**config.mk**
```make
export PLATFORM = sky130hd
export DESIGN_NAME = hex_entry
export DESIGN_NICKNAME = d
export VERILOG_FILES = /design/src/rtl/hex_entry_pkg.sv /design/src/rtl/hex_entry_key_debounce.sv /design/src/rtl/hex_entry.sv
export SDC_FILE = /design/constraint.sdc
export NUM_CORES = 1
export LEC_CHECK = 0
export CAP_MARGIN = 20
export CORE_MARGIN = 8
export CORE_UTILIZATION = 40
export DETAILED_ROUTE_END_ITERATION = 8
export DONT_BUFFER_PORTS = 1
export GPL_TIMING_DRIVEN = 0
export SYNTH_ARGS = -nofsm -noshare
export SYNTH_HDL_FRONTEND = slang
export SYNTH_HIERARCHICAL = 1
export SYNTH_SLANG_ARGS = --single-unit
```
**constraint.sdc**
```tcl
create_clock -name CLK -period 5.9 [get_ports CLK]
set_input_delay 1.475 -clock CLK [delete_from_list [all_inputs] [get_ports CLK]]
set_output_delay 1.475 -clock CLK [all_outputs]
set_load 0.005 [all_outputs]
```
**src/rtl/hex_entry_pkg.sv**
```systemverilog
// hex_entry_pkg: shared types, key indices and edit helpers for the
// hex_entry pushbutton value-entry block.
package hex_entry_pkg;

    // Debounce FSM states, one instance per key.
    typedef enum logic [1:0] {
        RELEASED,
        PRESS_WAIT,
        PRESSED,
        RELEASE_WAIT
    } deb_state_t;

    // Bit positions of the key functions within KEY.
    localparam int KEY_INC    = 0;
    localparam int KEY_DEC    = 1;
    localparam int KEY_SEL    = 2;
    localparam int KEY_COMMIT = 3;

    localparam int NIBBLES = 4;
    localparam int DIGIT_W = 2;
    localparam int VALUE_W = 4 * NIBBLES;

    // Nibble-local edit: only the selected digit moves, wrapping modulo 16.
    // INC and DEC together cancel.
    function automatic logic [VALUE_W-1:0] nibble_edit(
        input logic [VALUE_W-1:0] v,
        input logic [DIGIT_W-1:0] d,
        input logic               up,
        input logic               down
    );
        logic [VALUE_W-1:0] result;
        logic [3:0]         nib;
        result = v;
        for (int unsigned i = 0; i < NIBBLES; i++) begin
            if (d == DIGIT_W'(i)) begin
                nib = v[4*i +: 4];
                if (up && !down) begin
                    nib = nib + 4'd1;
                end else if (down && !up) begin
                    nib = nib - 4'd1;
                end
                result[4*i +: 4] = nib;
            end
        end
        return result;
    endfunction

    // Carrying edit: the selected digit's weight is added to or subtracted
    // from the whole value, so carries and borrows ripple upward.
    function automatic logic [VALUE_W-1:0] carry_edit(
        input logic [VALUE_W-1:0] v,
        input logic [DIGIT_W-1:0] d,
        input logic               up,
        input logic               down
    );
        logic [VALUE_W-1:0] step;
        logic [VALUE_W-1:0] result;
        step   = VALUE_W'(1) << {d, 2'b00};
        result = v;
        if (up && !down) begin
            result = v + step;
        end else if (down && !up) begin
            result = v - step;
        end
        return result;
    endfunction

endpackage

```
**src/rtl/hex_entry_key_debounce.sv**
```systemverilog
// key_debounce: two-flop synchronizer plus debounce FSM for one active-low
// pushbutton. Emits a single-cycle press pulse once the key has been seen
// low for DEBOUNCE_CYCLES consecutive samples after leaving RELEASED;
// release is debounced the same way but produces no pulse.
module key_debounce
    import hex_entry_pkg::*;
#(
    parameter int DEBOUNCE_CYCLES = 500000
) (
    input  logic CLK,
    input  logic CLR_N,
    input  logic key,
    output logic press
);

    localparam int CNT_W = $clog2(DEBOUNCE_CYCLES);
    localparam logic [CNT_W-1:0] CNT_LAST = CNT_W'(DEBOUNCE_CYCLES - 1);

    logic             sync1;
    logic             sync2;
    logic [CNT_W-1:0] cnt;
    deb_state_t       state;

    // Bring the asynchronous key into the clock domain; reset reads as released.
    always_ff @(posedge CLK) begin
        if (!CLR_N) begin
            sync1 <= 1'b1;
            sync2 <= 1'b1;
        end else begin
            sync1 <= key;
            sync2 <= sync1;
        end
    end

    // Debounce FSM: the entry transition into a wait state is not itself
    // counted; DEBOUNCE_CYCLES further stable samples complete the change.
    always_ff @(posedge CLK) begin
        if (!CLR_N) begin
            state <= RELEASED;
            cnt   <= '0;
            press <= 1'b0;
        end else begin
            press <= 1'b0;
            case (state)
                RELEASED: begin
                    cnt <= '0;
                    if (!sync2) begin
                        state <= PRESS_WAIT;
                    end
                end
                PRESS_WAIT: begin
                    if (sync2) begin
                        state <= RELEASED;
                        cnt   <= '0;
                    end else if (cnt == CNT_LAST) begin
                        state <= PRESSED;
                        cnt   <= '0;
                        press <= 1'b1;
                    end else begin
                        cnt <= cnt + CNT_W'(1);
                    end
                end
                PRESSED: begin
                    cnt <= '0;
                    if (sync2) begin
                        state <= RELEASE_WAIT;
                    end
                end
                RELEASE_WAIT: begin
                    if (!sync2) begin
                        state <= PRESSED;
                        cnt   <= '0;
                    end else if (cnt == CNT_LAST) begin
                        state <= RELEASED;
                        cnt   <= '0;
                    end else begin
                        cnt <= cnt + CNT_W'(1);
                    end
                end
                default: begin
                    state <= RELEASED;
                    cnt   <= '0;
                end
            endcase
        end
    end

endmodule

```
**src/rtl/hex_entry.sv**
```systemverilog
// hex_entry: four-key hex value entry. Debounced INC/DEC/SEL/COMMIT events
// edit a 16-bit value one nibble at a time and commit it to DATA with a
// one-cycle VALID strobe.
// Build option: define HEX_ENTRY_CARRY_EN to make INC/DEC carry and borrow
// across nibbles; otherwise each nibble wraps on its own.
module hex_entry
    import hex_entry_pkg::*;
#(
    parameter int DEBOUNCE_CYCLES = 500000
) (
    input  logic        CLK,
    input  logic        CLR_N,
    input  logic [3:0]  KEY,
    output logic [15:0] VALUE,
    output logic [1:0]  DIGIT,
    output logic [15:0] DATA,
    output logic        VALID
);

    logic [3:0]  events;
    logic [15:0] next_value;

    for (genvar k = 0; k < 4; k++) begin : g_key
        key_debounce #(
            .DEBOUNCE_CYCLES(DEBOUNCE_CYCLES)
        ) u_debounce (
            .CLK  (CLK),
            .CLR_N(CLR_N),
            .key  (KEY[k]),
            .press(events[k])
        );
    end

    // Edited value for this cycle's events, always using the current DIGIT.
    always_comb begin
        next_value = VALUE;
`ifdef HEX_ENTRY_CARRY_EN
        next_value = carry_edit(VALUE, DIGIT, events[KEY_INC], events[KEY_DEC]);
`else
        next_value = nibble_edit(VALUE, DIGIT, events[KEY_INC], events[KEY_DEC]);
`endif
    end

    // Apply events: DATA captures the pre-edit VALUE, so a commit alongside
    // an edit records the old value while the edit still takes effect.
    always_ff @(posedge CLK) begin
        if (!CLR_N) begin
            VALUE <= '0;
            DIGIT <= '0;
            DATA  <= '0;
            VALID <= 1'b0;
        end else begin
            VALUE <= next_value;
            DIGIT <= DIGIT + {1'b0, events[KEY_SEL]};
            if (events[KEY_COMMIT]) begin
                DATA <= VALUE;
            end
            VALID <= events[KEY_COMMIT];
        end
    end

endmodule

```
==> metrics.cfg, run 1 <==
[finish]
stdcell_area_sq_mm=0.00686
nets=663
final_core_util=0.472
area_delta_synth_final_pct=15.0
antenna_cells=0
drive_gt1_frac=0.104

[global_route]
gr-usage-met1=0.146
grt_usage=0.121
top_usage_layer=met2
grt_max_degree=33
grtUsageMet3=0.0469
grt_pass1_wl_mm=19.4
grt_pass1_vias=4005
met2_usage=0.188
grt_overflow=0
antenna_found_initial=0

[place]
portBuffers=0
place_area_sq_mm=0.00620
gp_congestion=0.795
pre_cts_ws_ns=3.28
dp_hpwl_mm=7.96

[hold_path]
hold_path_class=flop to flop

[synthesis]
synthMuxAreaShare=0.0352
synth-adder-area-share=0.0428
synth_largest_area_cell=dfxtp_1
synth_top_family_by_area=simple AND/OR/NAND/NOR gates
synth.avg_cell_area_sq_um=9.62
synth_compound_area_frac=0.0596
synthTopCellsByArea=dfxtp_1 (44%), xnor2_1 (7.2%), nor2_1 (4.7%), mux2i_1 (3.5%), xor2_1 (3.1%)
synth_simple_gate_area_frac=0.280
async_flop_share=0
synth_cells=620
ys_seq_area_frac=0.440
synth_nets=644
synth.most_common_cell=dfxtp_1
ys_seq_elements=131
netlist.area_leader.share=0.440
synthTopCellsByCount=dfxtp_1 (131), nor2_1 (75), xnor2_1 (49)
synth_cell_types=52
yosys.area_share.xor_xnor=0.103
synth-main-ff-cell=dfxtp_1
yosysWarnings=6
netlist_area_sq_mm=0.00597
synth_edf_count=0

[route]
drt-vias-per-instance=5.19
wl_mm=11.3
dr_total_vias=4336
post_drt_wl_per_cell_um=13.5
drc_errors=0
drt_iter0_drc=195
firstDrtPassIters=6
antenna_left=0

[setup_path]
cpPeakStageDelay_ns=0.52
startpoint_type=flop
cp.arrival_ns=2.92
critPathBufInv=2
crit_chain=inv_1, ha_1, inv_1, ha_1, and3_1, or4b_1, and3_1, o21a_1
crit_family=simple AND/OR/NAND/NOR gates
critical_path_class=flop to flop
required_ns=6.21
path_max_fanout=14
crit_slowest_cell=or4b_1
end_kind=flop

[power_and_ir_drop]
internal_power_w=0.00169
power_frac_comb=0.006
switching_share=0.180
clock_power_share=0.562
power_density_mw_per_mm2=301
p_leak_nw=2.23
seq_power_share=0.432
vdd_drop_max_mv=0.192
switching_power_w=0.000371

[floorplanning]
fp.dieH_um=138
fp.coreArea_sq_mm=0.0145
rows=44
die_x_um=138
start_util=0.410
ios=41
dieArea_sq_mm=0.0191

[timing]
slew_viol_final=0
setup_viol=0
hold_viol=0
skew_ns=0.00779
worst_slew_pin_slew_ns=0.579
layout_setup_ws_ns=3.29
rsz0062_at_grt=false
fin_tns_setup_ns=0
hold_ws_ns=0.411
finalCriticalPeriod_ns=2.61
post-route-period-util=0.442
max-slew-margin-rel=0.614
fmax_ghz=0.383

[clock_network]
clk_path_buf_depth=2
path_clk_slew_ns=0.05
cts_tree=done
numCtsBuffers=17
htree_levels=4
cts_sinks=131
cts_setup_buffers=0
root_buffer=clkbuf_16
insertion_delay_ns=0.41
hold_buffers=0
ctsResizeCount=0

[status]
status=complete, no violations

[flow_run]
cap_violations=0

-- power by group through the flow --
stage               clock, W  combinational (W)  sequential, W
floorplan                  0         0.00000946       0.000909
global placement           0          0.0000117       0.000909
detailed placement         0          0.0000119       0.000910
CTS                  0.00119          0.0000120       0.000890
global route         0.00122          0.0000130       0.000890
finish               0.00116          0.0000117       0.000891
-- registers in the layout, summed over array words and instances, names as in the netlist, named ones only --
register,flops
DATA,16
DIGIT,2
VALID,1
VALUE,16
g_key.u_debounce/cnt,76
g_key.u_debounce/press,4
g_key.u_debounce/state,4
g_key.u_debounce/sync1,4
g_key.u_debounce/sync2,4
-- kinds of logic after synthesis --
| group | count (synthesis) |
|---|---|
| adders and majority gates | 18 |
| DFF | 131 |
| buffers and inverters | 35 |
| muxes | 21 |
| xor gates and xnor gates | 70 |
| AOI/OAI and AO/OA | 52 |
| and+or+nand+nor | 293 |
-- stage by stage --
step | std cells | power (W)
floorplan | 620 | 0.000918
CTS | 836 | 0.00209
detailed placement | 804 | 0.000921
global placement | 804 | 0.000921
global route | 836 | 0.00213
finish | 836 | 0.00206
-- layout make-up --
cell class              count  area [sq um]
plain buffers              19           181
well taps                 184           230
fillers                  1367          7670
multi-input cells         454          3100
inverters                  16          60.1
flip-flops and latches    131          2620
clock inverters             8           171
clock buffers              24           492
-- path summary, 6_finish.rpt --
path | slack, ns | startpoint | end | depth (start not counted)
max reg2reg | 3.29 | g_key[1].u_debounce/press$_SDFF_PP0_ | VALUE[7]$_SDFFE_PN0P_ | 8
min reg2reg | 0.41 | g_key[1].u_debounce/sync1$_SDFF_PN1_ | g_key[1].u_debounce/sync2$_SDFF_PN1_ | 1
max | 3.29 | g_key[1].u_debounce/press$_SDFF_PP0_ | VALUE[7]$_SDFFE_PN0P_ | 8
min | 0.41 | g_key[1].u_debounce/sync1$_SDFF_PN1_ | g_key[1].u_debounce/sync2$_SDFF_PN1_ | 1
-- layer usage --
metal	routed length, um	part of all wire
met1	5290	0.47
met2	5280	0.47
met3	620	0.055
met4	99	0.0088
met5	0	0
-- cells in the final DEF, fill, tap and decap left out, types with 4 or more instances in the layout --
master,count
o21a_1,4
and3_1,14
mux2i_1,21
nor2_1,75
xnor2_1,49
nand2_1,31
nor4_2,4
dfxtp_1,131
nor3_1,14
nand4_1,22
nand3_1,33
a21boi_0,6
a31o_2,4
fa_1,4
nand2b_1,13
ha_1,14
xor2_1,21
o21ai_0,5
a21oi_1,15
nor4_1,16
a21o_1,4
buf_6,7
or4_1,9
nor2b_1,20
or3_1,8
and2_1,8
bufinv_16,5
inv_1,16
clkbuf_8,4
clkbuf_1,7
o31ai_1,6
clkbuf_16,17
-- worst reg2reg max path, delay by kind of cell, from the launching register on --
kind	cells	cell delay, ns
and+or+nand+nor	3	0.91
adders and majority gates	2	0.64
buffers and inverters	2	0.49
DFF	1	0.30
AOI/OAI and AO/OA	1	0.17
(Power assumes the default switching activity.)
==> run 2, diff against run 1 <==
--- a/config.mk
+++ b/config.mk
@@ -5,6 +5,7 @@
 export SDC_FILE = /design/constraint.sdc
 export NUM_CORES = 1
 export LEC_CHECK = 0
+export ABC_AREA = 1
 export CAP_MARGIN = 20
 export CORE_MARGIN = 8
 export CORE_UTILIZATION = 40
==> constraint.sdc (replaced) <==
create_clock -name CLK -period 2.5 [get_ports CLK]
set_input_delay 0.625 -clock CLK [delete_from_list [all_inputs] [get_ports CLK]]
set_output_delay 0.625 -clock CLK [all_outputs]
set_load 0.005 [all_outputs]
==> run 2 against run 1 <==
Against the previous run:
- first-iteration DRC count up 36%
- wire length rose by 20%
- critical endpoint is now VALUE[15]$_SDFFE_PN0P_
- critical path type unchanged
- sequential power increased by 140%
- sequential share of layout area fell by 2.6 points
- area after synthesis grew 8.6%
==> metrics.cfg, run 2 <==
[status]
status=complete, no violations

[synthesis]
synth-main-ff-cell=dfxtp_1
netlist.area_leader.share=0.405  ; -0.0348
ys_seq_area_frac=0.405  ; -0.0348
synth_edf_count=0  ; unchanged
synth.avg_cell_area_sq_um=7.39  ; -23%
synthTopCellsByArea=dfxtp_1 (40%), nor2_1 (10%), nand2_1 (9.7%), inv_1 (5.4%), xor2_1 (4.7%)
netlist_area_sq_mm=0.00648  ; +8.6%
yosysWarnings=6  ; unchanged
synth_cells=877  ; +41%
ys_seq_elements=131  ; unchanged
synth_largest_area_cell=dfxtp_1
synth.most_common_cell=nor2_1
synth_nets=901  ; +40%
synth_cell_types=35  ; -33%
synthTopCellsByCount=nor2_1 (179), nand2_1 (167), dfxtp_1 (131)
async_flop_share=0  ; unchanged

[setup_path]
cpPeakStageDelay_ns=0.34  ; -0.18 ns
startpoint_type=flop
crit_slowest_cell=dfxtp_1
reg2reg_from=g_key[1].u_debounce/press$_SDFF_PP0_
crit_chain=inv_1, ha_1, inv_2, ha_1, or2_2, nand3_1, nand3_1, nand2_1, inv_1
r2r-end=VALUE[15]$_SDFFE_PN0P_
critPathBufInv=3  ; +1
rrSetupSlack_ns=0.53  ; -2.76 ns
path_max_fanout=16  ; +2
cp.arrival_ns=2.28  ; -0.64 ns
crit_family=adder cells
end_kind=flop
required_ns=2.81  ; -3.40 ns
reg2reg_depth=9  ; +1
critical_path_class=flop to flop

[finish]
nets=920  ; +39%
drive_gt1_frac=0.122  ; +0.0178
final_cell_mix=nor2_1 (179), nand2_1 (167), dfxtp_1 (131), inv_1 (93), nand3_1 (39)
area_delta_synth_final_pct=13.7
top_register=g_key.u_debounce/cnt
stdcell_area_sq_mm=0.00736  ; +7.4%
final_core_util=0.464  ; -0.00840
final_common_cell=nor2_1
fill_cells=1628  ; +19%
antenna_cells=0  ; unchanged
largest_reg_flops=76  ; unchanged
top_regs=g_key.u_debounce/cnt: 76 flops, DATA: 16 flops, VALUE: 16 flops

[route]
wl_mm=13.5  ; +20%
antenna_left=0  ; unchanged
dr_total_vias=5311  ; +22%
drc_errors=0  ; unchanged
drt_iter0_drc=266  ; +36%
post_drt_wl_per_cell_um=12.0  ; -11%
firstDrtPassIters=4  ; -2
drt-vias-per-instance=4.72  ; -9.0%

[clock_network]
cts_tree=done
hold_buffers=0  ; unchanged
cts_setup_buffers=0  ; unchanged
path_clk_slew_ns=0.05  ; about the same
insertion_delay_ns=0.41  ; about the same
cts_sinks=131  ; unchanged
clk_path_buf_depth=2  ; unchanged
htree_levels=4  ; unchanged
root_buffer=clkbuf_16
numCtsBuffers=17  ; unchanged
ctsResizeCount=0  ; unchanged

[power_and_ir_drop]
vdd_drop_max_mv=0.488  ; +150%
p_leak_nw=2.55  ; +14%
power_density_mw_per_mm2=640  ; +110%

[floorplanning]
rows=46  ; +4.5%
fp.coreArea_sq_mm=0.0159  ; +9.3%
ios=41  ; unchanged
fp.dieH_um=143  ; +3.7%
die_x_um=143  ; +3.7%
start_util=0.408  ; -0.00262
dieArea_sq_mm=0.0205  ; +7.6%

[global_route]
grt_max_degree=18  ; -45%
grt_overflow=0  ; unchanged
grt_pass1_vias=4818  ; +20%
grt_pass1_wl_mm=22.8  ; +17%
grt_usage=0.138  ; +0.0169
antenna_found_initial=0  ; unchanged

[timing]
max-slew-margin-rel=0.762  ; +0.148
finalCriticalPeriod_ns=1.97  ; -0.639 ns
setup_viol=0  ; unchanged
slew_viol_final=0  ; unchanged
fmax_ghz=0.507  ; +32%
hold_viol=0  ; unchanged
rsz0062_at_grt=false
hold_ws_ns=0.314  ; -0.0965 ns
skew_ns=0.00619  ; -0.00160 ns
post-route-period-util=0.789  ; +0.346
fin_tns_setup_ns=0  ; unchanged
worst_slew_pin_slew_ns=0.357  ; -0.222 ns

[place]
portBuffers=0  ; unchanged
dp_hpwl_mm=9.84  ; +24%
place_area_sq_mm=0.00675  ; +8.9%
gp_congestion=0.817  ; +2.7%

[hold_path]
hp-start=KEY[1]
min_to=g_key[1].u_debounce/sync1$_SDFF_PN1_
hold_depth=1  ; unchanged
hold_path_class=primary input to flop

[flow_run]
cap_violations=0  ; unchanged

[run 2: cell count changes after synthesis, moves of 13 or more]
| cell | delta |
|---|---|
| xnor2_1 | -44 |
| nor2_1 | +104 |
| nor2b_1 | -20 |
| nand2_1 | +136 |
| and3_1 | -14 |
| mux2i_1 | -21 |
| nand2b_1 | -13 |
| nor4_1 | -16 |
| inv_1 | +77 |
| a21oi_1 | +15 |
| o21ai_0 | +25 |
| xor2_1 | +14 |
[run 2: kinds of logic after synthesis]
family	Yosys count	synth area share
simple gates	501	0.367
flops	131	0.405
buf+inv	114	0.0759
compound gates	73	0.0591
xor+xnor	40	0.0541
fa+ha+maj	18	0.0394
[run 2: stage by stage]
step | worst slack (ns) | power (W) | std cells
3_5_place_dp | 0.542 | 0.00221 | 1093
4_1_cts | 0.538 | 0.00477 | 1125
5_1_grt | 0.407 | 0.00487 | 1125
6_report | 0.529 | 0.00471 | 1125
3_3_place_gp | 0.556 | 0.00221 | 1093
2_1_floorplan | 0.834 | 0.00220 | 877
[run 2: how the worst max path moves through the flow]
| stage | startpoint | endpoint | slack (ns) | cells past startpoint |
|---|---|---|---|---|
| after global placement | g_key[1].u_debounce/press$_SDFF_PP0_ | VALUE[7]$_SDFFE_PN0P_ | 0.56 | 9 |
| after floorplan | g_key[1].u_debounce/press$_SDFF_PP0_ | VALUE[11]$_SDFFE_PN0P_ | 0.83 | 9 |
| after detailed placement | g_key[1].u_debounce/press$_SDFF_PP0_ | VALUE[7]$_SDFFE_PN0P_ | 0.54 | 9 |
| after CTS | g_key[1].u_debounce/press$_SDFF_PP0_ | VALUE[15]$_SDFFE_PN0P_ | 0.54 | 9 |
| after global routing | g_key[1].u_debounce/press$_SDFF_PP0_ | VALUE[7]$_SDFFE_PN0P_ | 0.41 | 10 |
| final | g_key[1].u_debounce/press$_SDFF_PP0_ | VALUE[15]$_SDFFE_PN0P_ | 0.53 | 9 |
[run 2: per-layer routing]
layer	vias to the layer above	track usage	routed length [um]
li1	2836	-	-
met1	2391	0.169	6480
met2	74	0.220	6110
met3	10	0.0497	773
met4	0	0.0437	136
met5	-	0	0
[run 2: report_power, final]
group | internal (W) | leakage, nW | switching [W]
Sequential | 0.00210 | 1.06 | 0.0000115
Clock | 0.00167 | 0.303 | 0.000872
Combinational | 0.0000219 | 1.19 | 0.0000313
[run 2: cell type report]
cell class / instances / area (sq um) / area share
Buffer: 13 / 111 / 0.0151
Clock buffer: 23 / 488 / 0.0663
Clock inverter: 9 / 126 / 0.0172
Inverter: 101 / 380 / 0.0517
Multi-Input combinational cell: 632 / 3360 / 0.457
Sequential cell: 131 / 2620 / 0.356
Tap cell: 216 / 270 / 0.0367
[run 2: worst reg2reg max path, delay by kind of cell (launching register included)]
family | cells | cell delay, ns
flops | 1 | 0.34
simple gates | 4 | 0.55
buf+inv | 3 | 0.40
fa+ha+maj | 2 | 0.59
